File: src/rtl/pio_in_capture_if.sv
// Avalon-MM s1 register port of the input PIO.
// The master drives the bus and the slave returns readdata.
interface pio_in_capture_if #(
  parameter int WIDTH = 8
);
  logic [1:0]       address;
  logic             chipselect;
  logic             write_n;
  logic [WIDTH-1:0] writedata;
  logic [WIDTH-1:0] readdata;

  modport master (
    output address,
    output chipselect,
    output write_n,
    output writedata,
    input  readdata
  );

  modport slave (
    input  address,
    input  chipselect,
    input  write_n,
    input  writedata,
    output readdata
  );
endinterface

File: src/rtl/pio_in_capture.sv
// Input PIO: sync, edge detect, sticky W1C edgecapture, maskable level irq.
// Define PIO_IN_DEBOUNCE_EN to add a per-bit debounce filter.
module pio_in_capture #(
  parameter int               WIDTH           = 8,
  parameter int               EDGE_TYPE       = 0,
  parameter logic [WIDTH-1:0] IRQ_MASK_RESET  = '0,
  parameter int               DEBOUNCE_CYCLES = 16
) (
  input  logic             clk,
  input  logic             reset_n,
  pio_in_capture_if.slave  s1,
  input  logic [WIDTH-1:0] in_port,
  output logic             irq
);

  logic [WIDTH-1:0] r_sync1;
  logic [WIDTH-1:0] r_sync2;
  logic [WIDTH-1:0] r_prev;
  logic [WIDTH-1:0] r_ec;
  logic [WIDTH-1:0] r_mask;
  logic             r_primed;

  logic [WIDTH-1:0] w_filt;
  logic [WIDTH-1:0] w_raw;
  logic [WIDTH-1:0] w_edge;
  logic [WIDTH-1:0] w_clr;
  logic             w_wr;

  always_ff @(posedge clk or negedge reset_n) begin
    if (!reset_n) begin
      r_sync1 <= '0;
      r_sync2 <= '0;
    end else begin
      r_sync1 <= in_port;
      r_sync2 <= r_sync1;
    end
  end

`ifdef PIO_IN_DEBOUNCE_EN
  localparam int CW = (DEBOUNCE_CYCLES < 1) ? 1
                    : $clog2(DEBOUNCE_CYCLES + 1);

  logic [CW-1:0]    r_cnt [WIDTH];
  logic [WIDTH-1:0] r_filt;

  // any disagreement that does not persist restarts the count
  always_ff @(posedge clk or negedge reset_n) begin
    if (!reset_n) begin
      r_filt <= '0;
      for (int i = 0; i < WIDTH; i++) begin
        r_cnt[i] <= '0;
      end
    end else begin
      for (int i = 0; i < WIDTH; i++) begin
        if (r_sync2[i] != r_filt[i]) begin
          if (int'(r_cnt[i]) + 1 >= DEBOUNCE_CYCLES) begin
            r_filt[i] <= r_sync2[i];
            r_cnt[i]  <= '0;
          end else begin
            r_cnt[i] <= r_cnt[i] + 1'b1;
          end
        end else begin
          r_cnt[i] <= '0;
        end
      end
    end
  end

  assign w_filt = r_filt;
`else
  localparam int unused_debounce = DEBOUNCE_CYCLES;

  assign w_filt = r_sync2;
`endif

  always_comb begin
    w_raw = '0;
    case (EDGE_TYPE)
      0:       w_raw = w_filt & ~r_prev;
      1:       w_raw = ~w_filt & r_prev;
      default: w_raw = w_filt ^ r_prev;
    endcase
  end

  // first clock after reset only loads prev
  assign w_edge = r_primed ? w_raw : '0;

  assign w_wr  = s1.chipselect & ~s1.write_n;
  assign w_clr = (w_wr && s1.address == 2'd3)
               ? s1.writedata : '0;

  always_ff @(posedge clk or negedge reset_n) begin
    if (!reset_n) begin
      r_prev   <= '0;
      r_primed <= 1'b0;
      r_ec     <= '0;
      r_mask   <= IRQ_MASK_RESET;
    end else begin
      r_prev   <= w_filt;
      r_primed <= 1'b1;
      r_ec     <= (r_ec & ~w_clr) | w_edge;
      if (w_wr && s1.address == 2'd2) begin
        r_mask <= s1.writedata;
      end
    end
  end

  always_comb begin
    s1.readdata = '0;
    case (s1.address)
      2'd0:    s1.readdata = w_filt;
      2'd2:    s1.readdata = r_mask;
      2'd3:    s1.readdata = r_ec;
      default: s1.readdata = '0;
    endcase
  end

  assign irq = |(r_ec & r_mask);

endmodule

File: src/flat_wrapper.sv
// flat-port wrapper written by rule: the top's interface ports become plain ports
module pio_in_capture_flat 
#(
  parameter int               WIDTH           = 8,
  parameter int               EDGE_TYPE       = 0,
  parameter logic [WIDTH-1:0] IRQ_MASK_RESET  = '0,
  parameter int               DEBOUNCE_CYCLES = 16
)
  (clk, reset_n, in_port, irq, s1_address, s1_chipselect, s1_write_n, s1_writedata, s1_readdata);
  pio_in_capture_if #(.WIDTH(WIDTH)) s1_i ();
  input  logic clk;
  input  logic reset_n;
  input  logic [WIDTH-1:0] in_port;
  output logic irq;
  input wire logic [$bits(s1_i.address)-1:0] s1_address;
  input wire logic [$bits(s1_i.chipselect)-1:0] s1_chipselect;
  input wire logic [$bits(s1_i.write_n)-1:0] s1_write_n;
  input wire logic [$bits(s1_i.writedata)-1:0] s1_writedata;
  output wire logic [$bits(s1_i.readdata)-1:0] s1_readdata;
  assign s1_i.address = s1_address;
  assign s1_i.chipselect = s1_chipselect;
  assign s1_i.write_n = s1_write_n;
  assign s1_i.writedata = s1_writedata;
  assign s1_readdata = s1_i.readdata;
  pio_in_capture #(.WIDTH(WIDTH), .EDGE_TYPE(EDGE_TYPE), .IRQ_MASK_RESET(IRQ_MASK_RESET), .DEBOUNCE_CYCLES(DEBOUNCE_CYCLES)) u_core (.clk(clk), .reset_n(reset_n), .s1(s1_i), .in_port(in_port), .irq(irq));
endmodule
File: config.mk
export PLATFORM = sky130hd
export DESIGN_NAME = pio_in_capture_flat
export DESIGN_NICKNAME = d
export VERILOG_FILES = /design/src/rtl/pio_in_capture_if.sv /design/src/rtl/pio_in_capture.sv /design/src/flat_wrapper.sv
export SDC_FILE = /design/constraint.sdc
export NUM_CORES = 1
export LEC_CHECK = 0
export CORE_AREA = 3 3 53 67
export CTS_CLUSTER_SIZE = 30
export DETAILED_ROUTE_END_ITERATION = 8
export DIE_AREA = 0 0 56 70
export DONT_BUFFER_PORTS = 1
export PLACE_DENSITY = 0.76
export SYNTH_ARGS = -nofsm -noshare
export SYNTH_HDL_FRONTEND = slang
export SYNTH_SLANG_ARGS = --single-unit
File: constraint.sdc
create_clock -name clk -period 1 [get_ports clk]
set_input_delay 0.2 -clock clk [delete_from_list [all_inputs] [get_ports clk]]
set_output_delay 0.2 -clock clk [all_outputs]
set_load 0.05 [all_outputs]
==> results of run 1 <==
final timing paths:
| check | end | startpoint | slack [ps] |
|---|---|---|---|
| max | s1_readdata[5] | u_core.r_mask[5]$_DFFE_PN0P_ | -550 |
| min | u_core.r_sync1[7]$_DFF_PN0_ | reset_n | -460 |
| max reg2reg | u_core.r_ec[4]$_DFF_PN0_ | u_core.r_ec[4]$_DFF_PN0_ | 40 |
| min reg2reg | u_core.r_sync2[3]$_DFF_PN0_ | u_core.r_sync1[3]$_DFF_PN0_ | 360 |
| max in group asynchronous | u_core.r_prev[6]$_DFF_PN0_ | reset_n | 1380 |
| min in group clk | u_core.r_ec[2]$_DFF_PN0_ | s1_writedata[2] | 50 |
per-layer routing:
layer,wire length [um],GRT usage
met2,1680,0.309
met4,104,0.0976
met1,1420,0.231
met3,188,0.0684
met5,0,0
repair_timing:
action                                  in CTS  in global routing
endpoints found under the setup margin       9                  9
hold endpoints to repair                    57                 41
pin swaps                                    5                  0
gates resized for setup                      3                  3
setup buffers                                3                  5
sequential cells by signal, indices dropped and copies added (netlist names):
signal           cells
u_core.r_primed      1
u_core.r_sync1       8
u_core.r_sync2       8
u_core.r_ec          8
u_core.r_mask        8
u_core.r_prev        8
per-stage QoR:
stage               cells  setup slack (ps)  hold slack (ps)  power [mW]
floorplan             111              -241            -95.6        2.41
global placement      155              -161            -94.5        2.47
detailed placement    155              -199            -94.4        2.49
CTS                   182              -562             -479        3.34
global route          187              -615             -511        3.55
finish                187              -550             -462        3.37
where the power goes:
group / total [mW] / internal [mW] / switching, mW / leakage [nW]
clock: 0.765 / 0.281 / 0.484 / 0.0265
sequential: 1.90 / 1.79 / 0.111 / 0.460
combinational: 0.699 / 0.405 / 0.294 / 0.495
layout make-up:
| cell class | instances | area, um2 | share of cell area |
|---|---|---|---|
| sequential | 41 | 1030 | 0.488 |
| multi-input combinational | 57 | 632 | 0.300 |
| timing repair buffer | 37 | 322 | 0.153 |
| clock buffer | 8 | 48.8 | 0.0232 |
| tap | 36 | 45.0 | 0.0214 |
| inverter | 8 | 30.0 | 0.0143 |
placed cells by master (no fill, tap or decap):
master | netlist | routed
sky130_fd_sc_hd__nand2b_1 | 8 | 8
sky130_fd_sc_hd__clkbuf_4 | 0 | 5
sky130_fd_sc_hd__a22o_4 | 0 | 8
sky130_fd_sc_hd__and4bb_1 | 1 | 1
sky130_fd_sc_hd__dlygate4sd3_1 | 0 | 16
sky130_fd_sc_hd__nor2_4 | 0 | 1
sky130_fd_sc_hd__nand4_1 | 1 | 1
sky130_fd_sc_hd__inv_1 | 8 | 8
sky130_fd_sc_hd__conb_1 | 1 | 1
sky130_fd_sc_hd__and4b_1 | 1 | 1
sky130_fd_sc_hd__mux2_4 | 9 | 14
sky130_fd_sc_hd__clkbuf_1 | 0 | 3
sky130_fd_sc_hd__buf_4 | 0 | 20
sky130_fd_sc_hd__mux2_2 | 7 | 2
sky130_fd_sc_hd__nand3b_1 | 8 | 8
sky130_fd_sc_hd__a22oi_1 | 4 | 1
sky130_fd_sc_hd__dfrtp_1 | 41 | 41
sky130_fd_sc_hd__buf_6 | 3 | 1
sky130_fd_sc_hd__o211ai_1 | 8 | 8
sky130_fd_sc_hd__a22oi_2 | 0 | 3
kinds of logic (layout without fill, tap and decap cells):
| group | after synthesis | count (layout) |
|---|---|---|
| AO/OA/AOI/OAI | 20 | 20 |
| other | 1 | 1 |
| buffers and inverters | 13 | 53 |
| AND/OR/NAND/NOR | 20 | 20 |
| flip-flops | 41 | 41 |
| multiplexers | 16 | 16 |
==> reports/metrics.yaml, run 1 <==
yosys:
  yosys.area.top_type_share: 0.633
  post-synth-top-area-cell: "sky130_fd_sc_hd__dfrtp_1"
  synth_enable_flop_cells: 0
  synth_top_family_by_area: "multiplexers"
  synth-compound-area-share: 0.0988
  ys_ff_latch: 41
  synthCells: 111
  synth.mux.area_fraction: 0.132
  synth-async-reset-ratio: 1.00
  ys_seq_area_frac: 0.633
  yosys.area_share.xor_xnor: 0
  synth_fp_nets: 133
  yosysWarnings: 0
  syn_area_per_cell_um2: 14.6
  synth.most_common_cell: "sky130_fd_sc_hd__dfrtp_1"
  post_synth_fa_ha_maj_area_fraction: 0
  netlist_top_cells_count: "sky130_fd_sc_hd__dfrtp_1, sky130_fd_sc_hd__mux2_4"
  synthDistinctLibCells: 17
  postSynth.topFlopCell: "sky130_fd_sc_hd__dfrtp_1"
  synth_area_leaders: "sky130_fd_sc_hd__dfrtp_1, sky130_fd_sc_hd__mux2_4, sky130_fd_sc_hd__mux2_2, sky130_fd_sc_hd__a22o_1, sky130_fd_sc_hd__nand3b_1"
  synth_simple_gate_area_frac: 0.0895
  post_synth_instance_area_um2: 1620
floorplan:
  io_pins: 31
  floorplan.initialDensity: 0.545
  placementRows: 22
  fp.coreArea_um2: 2970
  die_height_um: 70
  design.die.area_um2: 3920
  chipWidth_um: 56
sta:
  fraction_of_the_cycle_the_final_worst_path_needs: 1.55
  setup_viol: 9
  rsz0062_at_grt: "yes"
  final_report_hold_violation_count: 41
  period_needed_ps: 1550
  fmaxAchievable_ghz: 0.645
  timing.hold.ws_ps: -462
  fin_tns_setup_ps: -4770
  timing.final.ws_setup_ps: -550
  timing.clock.skew_ps: 3.46
  pins_over_their_slew_limit: 0
cts:
  cts.path.max_buffers: 2
  clk_latency_ps: 340
  cts_root_buffer: "sky130_fd_sc_hd__clkbuf_4"
  clkSinkCount: 41
  cts_tree: "yes"
  htree_levels: 2
  cts-hold-fix-buffers: 16
  clk_pin_slew_ps: 110
  cts_inserted_buffers: 5
detailed_routing:
  drt_iter0_markers: 36
  detailedRoute.firstPassIterationCount: 4
  route.detailed.vias_per_inst: 5.54
  remaining_drc_errors: 0
  routed_wire_length_per_instance_um: 18.2
  route.vias.total: 1036
  finalWirelength_mm: 3.40
  postRouteAntennaNets: 0
min_path:
  hp-class: "in2async"
setup_path:
  worst-r2r-cell-count: 4
  crit_required_ps: 800
  criticalPathCategory: "reg2out"
  critical_path.n_buffers_inverters: 0
  cp.depth: 2
  critical_path.cell_chain: "mux2_4 -> a22o_4"
  arrival_ps: 1350
  cp_top_family: "flip-flops"
  cpPeakStageDelay_ps: 420
  worst-path-max-fanout: 3
  worst_setup_path_start_kind: "register"
  slowest_stage: "sky130_fd_sc_hd__dfrtp_1"
  worst_setup_path_end_kind: "output pin"
place:
  dp.final_hpwl_mm: 2.18
  io_buffer_count: 0
  placement.cell_area_um2: 1800
  routability_congestion: 0.799
cells_and_area:
  nNetsFinal: 172
  filler_cell_count: 201
  num_antenna_cells: 0
  fin_util: 0.707
  layout.cell_area.non_filler_um2: 2100
  drive_above_1_share: 0.358
  syn_to_final_growth_pct: 29.7
global_route:
  grt_max_degree: 42
  grt_pass1_vias: 1147
  global_route_wire_length_before_repair_mm: 5.66
  antenna_violations_before_repair: 0
  grt_use_total: 0.194
  grt.overflow.total: 0
power_and_ir_drop:
  vdd_drop_max_v: 0.00117
  power.density_nw_per_um2: 1600
  cellLeakagePower_nw: 0.981
run:
  maxCapViolations: 0
run_status:
  violated_checks: "negative hold slack, negative setup slack"
  outcome: "finished with violations"
No activity file was read; power rests on OpenSTA's default activity.
==> inputs of run 2 (changes only) <==
--- a/config.mk
+++ b/config.mk
@@ -10,7 +10,9 @@
 export DETAILED_ROUTE_END_ITERATION = 8
 export DIE_AREA = 0 0 56 70
 export DONT_BUFFER_PORTS = 1
-export PLACE_DENSITY = 0.76
+export PLACE_DENSITY = 0.72
+export SETUP_SLACK_MARGIN = 0.5
+export SLEW_MARGIN = 5
 export SYNTH_ARGS = -nofsm -noshare
 export SYNTH_HDL_FRONTEND = slang
 export SYNTH_SLANG_ARGS = --single-unit
==> reports/metrics.yaml, run 2 (synthesis gave the netlist of run 1 again) <==
sta:
  pins_over_their_slew_limit: 0  # unchanged
  timing.clock.skew_ps: 14.8  # +11.4 ps
  fmaxAchievable_ghz: 0.624  # -3.2%
  rsz0062_at_grt: "yes"
  timing.final.ws_setup_ps: -602  # -52.1 ps
  fraction_of_the_cycle_the_final_worst_path_needs: 1.60  # +0.0521
  timing.hold.ws_ps: -494  # -31.5 ps
  period_needed_ps: 1600  # +52.1 ps
  fin_tns_setup_ps: -5160  # -388 ps
  final_report_hold_violation_count: 49  # +20%
  setup_viol: 12  # +3
place:
  routability_congestion: 0.754  # -5.6%
  place.detailed.instances: 157  # +1.3%
  io_buffer_count: 0  # unchanged
  placement.cell_area_um2: 1820  # +0.83%
  dp.final_hpwl_mm: 2.15  # -1.4%
global_route:
  grt_pass1_vias: 1138  # -0.78%
  grt_max_degree: 42  # unchanged
  antenna_violations_before_repair: 0  # unchanged
  grt.overflow.total: 0  # unchanged
  grt_use_total: 0.194  # -0.000626
  global_route_wire_length_before_repair_mm: 5.77  # +1.8%
cells_and_area:
  drive_above_1_share: 0.490  # +0.132
  syn_to_final_growth_pct: 34.0
  num_antenna_cells: 0  # unchanged
  nNetsFinal: 170  # -1.2%
  filler_cell_count: 199  # -1.0%
  layout.cells.most_common: "sky130_fd_sc_hd__dfrtp_1"
  finish.cell_count_without_fillers: 185  # -1.1%
  most-common-layout-cells: "sky130_fd_sc_hd__dfrtp_1, sky130_fd_sc_hd__buf_6, sky130_fd_sc_hd__mux2_4"
  layout.cell_area.non_filler_um2: 2170  # +3.3%
detailed_routing:
  route.vias.total: 1051  # +1.4%
  remaining_drc_errors: 0  # unchanged
  detailedRoute.firstPassIterationCount: 4  # unchanged
  drt_iter0_markers: 39  # +8.3%
  route.detailed.vias_per_inst: 5.68  # +2.5%
  routed_wire_length_per_instance_um: 20.0  # +9.9%
  postRouteAntennaNets: 0  # unchanged
  finalWirelength_mm: 3.70  # +8.7%
cts:
  cts-hold-fix-buffers: 8  # -8
  htree_levels: 2  # unchanged
  clkSinkCount: 41  # unchanged
  cts.path.max_buffers: 2  # unchanged
  cts_tree: "yes"
  cts_inserted_buffers: 5  # unchanged
  cts_root_buffer: "sky130_fd_sc_hd__clkbuf_4"
  clk_latency_ps: 370  # +30 ps
  clk_pin_slew_ps: 130  # +20 ps
floorplan:
  io_pins: 31  # unchanged
  fp.coreArea_um2: 2970  # unchanged
  placementRows: 22  # unchanged
  die_height_um: 70  # unchanged
  design.die.area_um2: 3920  # unchanged
  chipWidth_um: 56  # unchanged
  floorplan.initialDensity: 0.545  # unchanged
setup_path:
  critical_path.n_buffers_inverters: 0  # unchanged
  worst-path-max-fanout: 3  # unchanged
  critical_path.cell_chain: "mux2_4 -> a22o_4"
  crit_required_ps: 800  # about the same
  arrival_ps: 1400  # +50 ps
  reg2reg_from: "u_core.r_mask[5]$_DFFE_PN0P_"
  cp_top_family: "flip-flops"
  worst_setup_path_end_kind: "output pin"
  slowest_stage: "sky130_fd_sc_hd__dfrtp_1"
  cpPeakStageDelay_ps: 440  # +20 ps
  crit_reg_reg_endpoint: "u_core.r_mask[5]$_DFFE_PN0P_"
  worst_setup_path_start_kind: "register"
  worst-r2r-cell-count: 3  # -1
  criticalPathCategory: "reg2out"
  r2r_setup_slack_ps: -20  # -60 ps
run:
  maxCapViolations: 0  # unchanged
run_status:
  violated_checks: "negative hold slack, negative setup slack"
  outcome: "finished with violations"
power_and_ir_drop:
  cellLeakagePower_nw: 1.03  # +4.8%
  vdd_drop_max_v: 0.00109  # -6.7%
  power.density_nw_per_um2: 1620  # +1.2%
min_path:
  hp-class: "in2async"
run 2: cell count changes in the layout (fill, tap and decap cells not counted), moves of 5 or more:
cell                            previous run  this run
sky130_fd_sc_hd__buf_6                     1        17
sky130_fd_sc_hd__buf_4                    20        10
sky130_fd_sc_hd__dlygate4sd3_1            16         8
sky130_fd_sc_hd__inv_1                     8         3
sky130_fd_sc_hd__inv_2                     0         5
sky130_fd_sc_hd__nand2b_1                  8         3
sky130_fd_sc_hd__nand2b_4                  0         5
run 2: worst max path at each step:
stage                            startpoint              to  slack (ps)  cells past startpoint
2_1_floorplan      u_core.r_ec[3]$_DFF_PN0_             irq        -240                      2
5_1_grt            u_core.r_ec[5]$_DFF_PN0_  s1_readdata[5]        -660                      2
3_3_place_gp   u_core.r_mask[5]$_DFFE_PN0P_  s1_readdata[5]        -160                      2
6_report       u_core.r_mask[5]$_DFFE_PN0P_  s1_readdata[5]        -600                      2
4_1_cts        u_core.r_mask[5]$_DFFE_PN0P_  s1_readdata[5]        -580                      2
3_5_place_dp   u_core.r_mask[5]$_DFFE_PN0P_  s1_readdata[5]        -170                      2
run 2: layer usage:
metal,global-route usage,routed length [um],up-vias
met1,0.240,1470,541
li1,-,-,468
met2,0.303,1930,34
met5,0,0,-
met4,0.0923,65,0
met3,0.0647,228,8
run 2: timing repair:
action / CTS / global route
gates resized for setup: 9 / 24
cloned: 0 / 0
buffers inserted: 4 / 8
pin swaps: 22 / 7
endpoints found under the setup margin: 33 / 33
hold endpoints to repair: 57 / 50
run 2: worst reg2reg max path, delay by kind of cell (launching register included):
kind | cells | cell delay [ps]
buffers and inverters | 2 | 230
muxes | 1 | 250
DFF | 1 | 440
run 2: metrics by stage:
stage	setup WS [ps]	utilization	total power [mW]
floorplan	-241	-	2.41
global placement	-160	0.612	2.47
detailed placement	-167	0.612	2.49
CTS	-584	0.680	3.39
global route	-657	0.731	3.67
finish	-602	0.731	3.52
run 2: power breakdown:
| group | internal (mW) | switching (mW) |
|---|---|---|
| clock network | 0.265 | 0.554 |
| registers | 1.79 | 0.119 |
| logic | 0.473 | 0.314 |
run 2: cell type report:
class                           count  area, um2  area share
Clock buffer                        5       37.5      0.0173
Sequential cell                    41       1030       0.473
Timing Repair Buffer               35        347       0.160
Clock inverter                      3       17.5     0.00806
Inverter                            8       30.0      0.0138
Multi-Input combinational cell     57        668       0.308
Tap cell                           36       45.0      0.0207
==> inputs of run 3 (changes only) <==
--- a/config.mk
+++ b/config.mk
@@ -12,6 +12,7 @@
 export DONT_BUFFER_PORTS = 1
 export PLACE_DENSITY = 0.72
 export SETUP_SLACK_MARGIN = 0.5
+export SKIP_LAST_GASP = 1
 export SLEW_MARGIN = 5
 export SYNTH_ARGS = -nofsm -noshare
 export SYNTH_HDL_FRONTEND = slang
==> reports/metrics.yaml, run 3 (synthesis gave the netlist of run 1 again) <==
detailed_routing:
  drt_iter0_markers: 32  # -18%
  routed_wire_length_per_instance_um: 19.3  # -3.2%
  remaining_drc_errors: 0  # unchanged
  route.detailed.vias_per_inst: 5.61  # -1.3%
  postRouteAntennaNets: 0  # unchanged
  detailedRoute.firstPassIterationCount: 4  # unchanged
  finalWirelength_mm: 3.58  # -3.2%
  route.vias.total: 1037  # -1.3%
power_and_ir_drop:
  cellLeakagePower_nw: 1.01  # -1.5%
  power.density_nw_per_um2: 1630  # +0.73%
  vdd_drop_max_v: 0.00110  # about the same
floorplan:
  io_pins: 31  # unchanged
  die_height_um: 70  # unchanged
  design.die.area_um2: 3920  # unchanged
  chipWidth_um: 56  # unchanged
  fp.coreArea_um2: 2970  # unchanged
  floorplan.initialDensity: 0.545  # unchanged
  placementRows: 22  # unchanged
place:
  io_buffer_count: 0  # unchanged
  placement.cell_area_um2: 1820  # unchanged
  routability_congestion: 0.754  # unchanged
  dp.final_hpwl_mm: 2.15  # unchanged
global_route:
  grt_max_degree: 42  # unchanged
  grt.overflow.total: 0  # unchanged
  grt_pass1_vias: 1138  # unchanged
  antenna_violations_before_repair: 0  # unchanged
  grt_use_total: 0.194  # unchanged
  global_route_wire_length_before_repair_mm: 5.77  # unchanged
cts:
  cts.path.max_buffers: 2  # unchanged
  cts_inserted_buffers: 5  # unchanged
  cts_tree: "yes"
  clk_latency_ps: 370  # about the same
  clkSinkCount: 41  # unchanged
  cts_root_buffer: "sky130_fd_sc_hd__clkbuf_4"
  cts-hold-fix-buffers: 8  # unchanged
  htree_levels: 2  # unchanged
  clk_pin_slew_ps: 120  # about the same
setup_path:
  criticalPathCategory: "reg2out"
  crit_required_ps: 800  # about the same
  cp.depth: 2  # unchanged
  worst_setup_path_end_kind: "output pin"
  worst-path-max-fanout: 3  # unchanged
  arrival_ps: 1390  # about the same
  slowest_stage: "sky130_fd_sc_hd__dfrtp_1"
  cpPeakStageDelay_ps: 430  # about the same
  critical_path.cell_chain: "mux2_4 -> a22o_4"
  critical_path.n_buffers_inverters: 0  # unchanged
  worst-r2r-cell-count: 3  # unchanged
  cp_top_family: "flip-flops"
  worst_setup_path_start_kind: "register"
sta:
  pins_over_their_slew_limit: 0  # unchanged
  period_needed_ps: 1590  # -7.43 ps
  fraction_of_the_cycle_the_final_worst_path_needs: 1.59  # -0.00743
  rsz0062_at_grt: "yes"
  timing.final.ws_setup_ps: -595  # +7.43 ps
  timing.clock.skew_ps: 11.2  # -3.62 ps
  final_report_hold_violation_count: 49  # unchanged
  fmaxAchievable_ghz: 0.627  # +0.47%
  setup_viol: 12  # unchanged
  timing.hold.ws_ps: -493  # +0.713 ps
min_path:
  hp-class: "in2async"
cells_and_area:
  layout.cell_area.non_filler_um2: 2140  # -1.4%
  layout.cells.most_common: "sky130_fd_sc_hd__dfrtp_1"
  syn_to_final_growth_pct: 32.1
  fin_util: 0.721  # -0.0101
  most-common-layout-cells: "sky130_fd_sc_hd__dfrtp_1, sky130_fd_sc_hd__buf_6, sky130_fd_sc_hd__mux2_4"
  drive_above_1_share: 0.443  # -0.0470
  num_antenna_cells: 0  # unchanged
  nNetsFinal: 170  # unchanged
run_status:
  outcome: "finished with violations"
  violated_checks: "negative hold slack, negative setup slack"
run:
  maxCapViolations: 0  # unchanged
-- run 3: cell counts in the layout (fill, tap and decap cells not counted) --
No cell type changed its count.
-- run 3: timing repair --
action,in CTS,in global routing
setup buffers,4,8
endpoints found under the setup margin,33,33
endpoints found under the hold margin,57,50
pin swaps,22,6
resized for setup,9,15
-- run 3: final timing paths --
kind / slack, ps / from / to
max: -590 / u_core.r_mask[5]$_DFFE_PN0P_ / s1_readdata[5]
min: -490 / reset_n / u_core.r_sync2[4]$_DFF_PN0_
max reg2reg: -20 / u_core.r_mask[2]$_DFFE_PN0P_ / u_core.r_mask[2]$_DFFE_PN0P_
min reg2reg: 360 / u_core.r_sync1[2]$_DFF_PN0_ / u_core.r_sync2[2]$_DFF_PN0_
max in group asynchronous: 1380 / reset_n / u_core.r_primed$_DFF_PN0_
min in group clk: -30 / s1_writedata[7] / u_core.r_mask[7]$_DFFE_PN0P_
-- run 3: layout make-up --
class / instances / area [um2]
multi-input combinational: 57 / 642
sequential: 41 / 1030
clock inverter: 3 / 17.5
tap: 36 / 45.0
inverter: 8 / 30.0
fill: 200 / 831
clock buffer: 5 / 37.5
timing repair buffer: 35 / 343
-- run 3: stage by stage --
stage               setup slack, ps  std cells  setup TNS (ps)  hold WS [ps]  power (mW)
floorplan                      -241        111           -1530         -95.6        2.41
global placement               -160        157           -1840         -94.6        2.47
detailed placement             -167        157           -1830         -94.6        2.49
CTS                            -584        177           -5050          -500        3.39
global route                   -644        185           -5640          -529        3.65
finish                         -595        185           -5140          -493        3.49
-- run 3: where the power goes --
part | internal [mW] | total (mW) | switching (mW)
sequential | 1.79 | 1.91 | 0.118
combinational | 0.461 | 0.771 | 0.310
clock | 0.265 | 0.813 | 0.548
total | 2.52 | 3.49 | 0.976
-- run 3: routing by layer --
metal / wire, um / part of all wire / vias up / global-route usage
met2: 1800 / 0.50 / 29 / 0.303
li1: - / - / 467 / -
met3: 206 / 0.058 / 10 / 0.0647
met4: 89 / 0.025 / 0 / 0.0923
met5: 0 / 0 / - / 0
met1: 1480 / 0.41 / 531 / 0.240
